$ cat config.mk
export PLATFORM = sky130hd
export DESIGN_NAME = reg_pipe_en_rst
export DESIGN_NICKNAME = d
export VERILOG_FILES = /design/src/rtl/reg_pipe_en_rst.sv
export SDC_FILE = /design/constraint.sdc
export NUM_CORES = 1
export LEC_CHECK = 0
export ABC_AREA = 1
export ABC_CLOCK_PERIOD_IN_PS = 1200
export BUFFER_PORTS_ARGS = -buffer_cell sky130_fd_sc_hd__clkbuf_2
export CORE_MARGIN = 2
export CORE_UTILIZATION = 56
export CTS_BUF_LIST = sky130_fd_sc_hd__clkbuf_2 sky130_fd_sc_hd__clkbuf_4 sky130_fd_sc_hd__clkbuf_8
export DETAILED_ROUTE_END_ITERATION = 16
export PLACE_DENSITY = 0.89
export SETUP_SLACK_MARGIN = 0.2
export SYNTH_ARGS = -nofsm -noshare
export SYNTH_HDL_FRONTEND = slang
export SYNTH_SLANG_ARGS = --single-unit
export TNS_END_PERCENT = 30
$ cat constraint.sdc
create_clock -name clk -period 1.2 [get_ports clk]
set_input_delay 0 -clock clk [delete_from_list [all_inputs] [get_ports clk]]
set_output_delay 0 -clock clk [all_outputs]
set_load 0.03 [all_outputs]
$ cat src/rtl/reg_pipe_en_rst.sv
// rtl/reg_pipe_en_rst.sv - stallable, flushable pipeline register chain with per-stage valid
//
// Purpose:
//   A chain of DEPTH registers, each WIDTH bits wide, with a valid bit per stage.
//   A common enable stalls the whole chain. Flush invalidates every stage and the incoming word.
//   Data registers load only when the word moving into them is valid, so bubbles never toggle data.
//   The optional occupancy counter is built only when the macro REG_PIPE_COUNT_EN is defined.
//
// Ports:
//   clk      in   rising-edge clock
//   rst      in   synchronous active-high reset
//   en       in   advance enable (0 = whole chain holds)
//   flush    in   invalidate all stages and discard d/d_valid
//   d        in   WIDTH-bit input data
//   d_valid  in   d carries a valid word
//   q        out  last-stage data (registered)
//   q_valid  out  last-stage valid (registered)
//   count    out  number of valid stages (REG_PIPE_COUNT_EN only)
module reg_pipe_en_rst #(
  parameter int               WIDTH   = 8,
  parameter int               DEPTH   = 3,
  parameter logic [WIDTH-1:0] RST_VAL = {WIDTH{1'b0}},
  parameter int               CW      = $clog2(DEPTH + 1)
) (
  input  logic             clk,
  input  logic             rst,
  input  logic             en,
  input  logic             flush,
  input  logic [WIDTH-1:0] d,
  input  logic             d_valid,
  output logic [WIDTH-1:0] q,
  output logic             q_valid
`ifdef REG_PIPE_COUNT_EN
  ,
  output logic [CW-1:0]    count
`endif
);

  logic [WIDTH-1:0] s_q [DEPTH];
  logic [WIDTH-1:0] s_d [DEPTH];
  logic [DEPTH-1:0] v_q;
  logic [DEPTH-1:0] v_d;

  always_comb begin
    s_d = s_q;
    v_d = v_q;
    if (flush) begin
      // Data is left in place; only the valid bits are cleared.
      v_d = '0;
    end else if (en) begin
      v_d[0] = d_valid;
      if (d_valid) s_d[0] = d;
      for (int i = 1; i < DEPTH; i++) begin
        v_d[i] = v_q[i-1];
        // Bubbles do not move into a data register; it keeps its last word.
        if (v_q[i-1]) s_d[i] = s_q[i-1];
      end
    end
  end

  always_ff @(posedge clk) begin
    if (rst) begin
      for (int i = 0; i < DEPTH; i++) s_q[i] <= RST_VAL;
      v_q <= '0;
    end else begin
      s_q <= s_d;
      v_q <= v_d;
    end
  end

  assign q       = s_q[DEPTH-1];
  assign q_valid = v_q[DEPTH-1];

`ifdef REG_PIPE_COUNT_EN
  logic [CW-1:0] count_q;
  logic [CW-1:0] count_d;

  always_comb begin
    count_d = count_q;
    if (flush) begin
      count_d = '0;
    end else if (en) begin
      // Entry and exit on the same edge cancel; range stays within 0..DEPTH.
      count_d = count_q + CW'(d_valid) - CW'(v_q[DEPTH-1]);
    end
  end

  always_ff @(posedge clk) begin
    if (rst) count_q <= '0;
    else     count_q <= count_d;
  end

  assign count = count_q;
`endif

endmodule

==> metrics.cfg <==
[outcome]
status=finished clean

[cells_and_area]
antenna_cells=0
seq_area_um2=543
nets=215
drive_above_1_share_pct=14.9
nFillCells=175
area_growth_pct=18.3
final_util_pct=70.0
multi_input_area_um2=417

[floorplanning]
die-width_um=49.3
placementRows=16
ioPinCount=22
dieHeight_um=49.3
initial_core_util_pct=59.1
die_area_mm2=0.00243
core_mm2=0.00194

[timing]
finalSetupTns_ns=0
skew_ns=0.00124
max_freq_mhz=1090
period_needed_ns=0.915
slew_headroom_pct=62.5
final_max_slew_viol_count=0
worst_pin_slew_ns=0.561
hold_viol=0
finalCritPeriodShare_pct=76.2
finalSetupViolCount=0
fin_hold_ws_ns=0.0332
rsz0062_at_grt=true

[logic_synthesis]
netlist_area_mm2=0.00115
synthTopCellsByCount=nand2_1, nor2_1, dfxtp_1
ys_types=9
synth_top_area_share_pct=47.1
synth_flop_cell=dfxtp_1
synth_top_area_cell=dfxtp_1
yosys_warnings=0
synth.avg_cell_area_um2=6.53
postSynthCellCount=176
syn-num-nets=189
async_flop_share_pct=0
synth-seq-cells=27
synth_area_leaders=dfxtp_1, nand2_1, nor2_1, inv_1, buf_4
synth_most_common_cell=nand2_1
seq_area_frac_synth_pct=47.1
synth_edf_count=0

[detailed_routing]
routed_wl_mm=2.08
via_per_inst=4.43
avgRoutedWirePerCell_um=9.13
vias=1011
first_iter_violations=19
drt_pass1_iterations=4
drc=0
ant_nets=0

[place]
place_congestion=0.842
dp_hpwl_mm=1.19
io_buffers=21

[worst_setup_path]
arrival_ns=1.14
cp_max_fo=16
cpMaxStageDelayCell=dfxtp_2
crit_chain=nand3_1, buf_4, nor2_1, nor2_1
max_stage_delay_ns=0.36
crit_type=reg -> reg
cpMostUsedCell=nor2_1
cp.required_ns=1.42
cp-end-kind=flip-flop
worstSetupStartpointType=flip-flop

[job]
max_cap_viol_count=0

[clock_tree]
insertion_delay_ns=0.31
h-tree-depth=1
cts_buffers=3
post_cts_buffers=0
cts.path.max_buffers=2
cts_root_buffer=clkbuf_4
path_clk_slew_ns=0.13
cts.sinks=27
cts_tree=done

[global_routing]
track_usage_pct=19.5
antenna_found_initial=0
grt_pass1_wl_mm=3.66
grt_max_degree=26
grt_pass1_vias=883
gr-total-overflow=0

[power_and_ir_drop]
power.leakage_uw=0.000790
ir_worst_vdd_mv=0.878
power_density_mw_per_mm2=1070

[hold_path]
hold_path_class=in -> reg

[what timing repair did]
item | in CTS | in global routing
gates resized for setup | 0 | 3
hold endpoints to repair | 11 | 0
endpoints found under the setup margin | 0 | 13
hold buffers | 11 | 0
[state kept, by name, summed over array words and instances (netlist names)]
| register | count |
|---|---|
| s_q | 16 |
| q | 8 |
| v_q | 3 |
[worst max-delay path, delay by kind of cell, from the launching register on]
kind / cells / cell delay [ns]
buf+inv: 1 / 0.19
flops: 1 / 0.36
simple gates: 3 / 0.27
[placed cells by master (no fill, tap or decap), drive strengths merged]
cell type	netlist	layout
clkbuf	0	25
nand3	3	3
dlygate4sd3	0	11
nor2	48	48
dfxtp	27	27
inv	27	27
buf	13	2
a21oi	3	3
nand2	55	55
[logic make-up (layout without fill, tap and decap cells)]
group | Yosys count | count (layout) | share of synthesized area [%]
AND/OR/NAND/NOR | 106 | 106 | 35.0
flip-flops | 27 | 27 | 47.1
buffers and inverters | 40 | 65 | 16.7
AO/OA/AOI/OAI | 3 | 3 | 1.31
[per-layer routing]
metal  track usage, %  vias up  share of wire, %
met5                0        -                 0
met2             34.9       31                50
met4             7.62        0               1.1
li1                 -      547                 -
met1             22.7      429                46
met3             3.68        4               3.7
[stage by stage]
step / area (um2) / power, uW / cells / setup WS (ns)
CTS: 1350 / 1450 / 228 / 0.263
global route: 1360 / 1540 / 228 / 0.199
global placement: 1210 / 1030 / 213 / 0.282
detailed placement: 1210 / 1040 / 213 / 0.202
floorplan: 1150 / 1010 / 176 / 0.268
finish: 1360 / 1450 / 228 / 0.285
[worst paths after layout]
kind,from,to,slack [ns],depth (start not counted)
max,v_q[0],s_q[8],0.29,4
min,en,v_q[0],0.03,4
max reg2reg,v_q[0],s_q[8],0.29,4
min reg2reg,v_q[2],v_q[2],0.47,2
[area by class of cell]
type,count,share of cell area [%]
inverter,27,7.46
clock buffer,4,2.21
timing repair buffer,34,17.2
multi-input combinational,109,30.7
sequential,27,40.0
tap,27,2.49
[report_power, final]
group / leakage [uW] / internal (uW) / total [uW] / switching [uW]
combinational: 0.000552 / 57.8 / 123 / 65.0
clock: 0.0000184 / 152 / 397 / 245
sequential: 0.000220 / 917 / 928 / 11.3
total: 0.000790 / 1130 / 1450 / 321
Power figures use the tool's default switching activity.
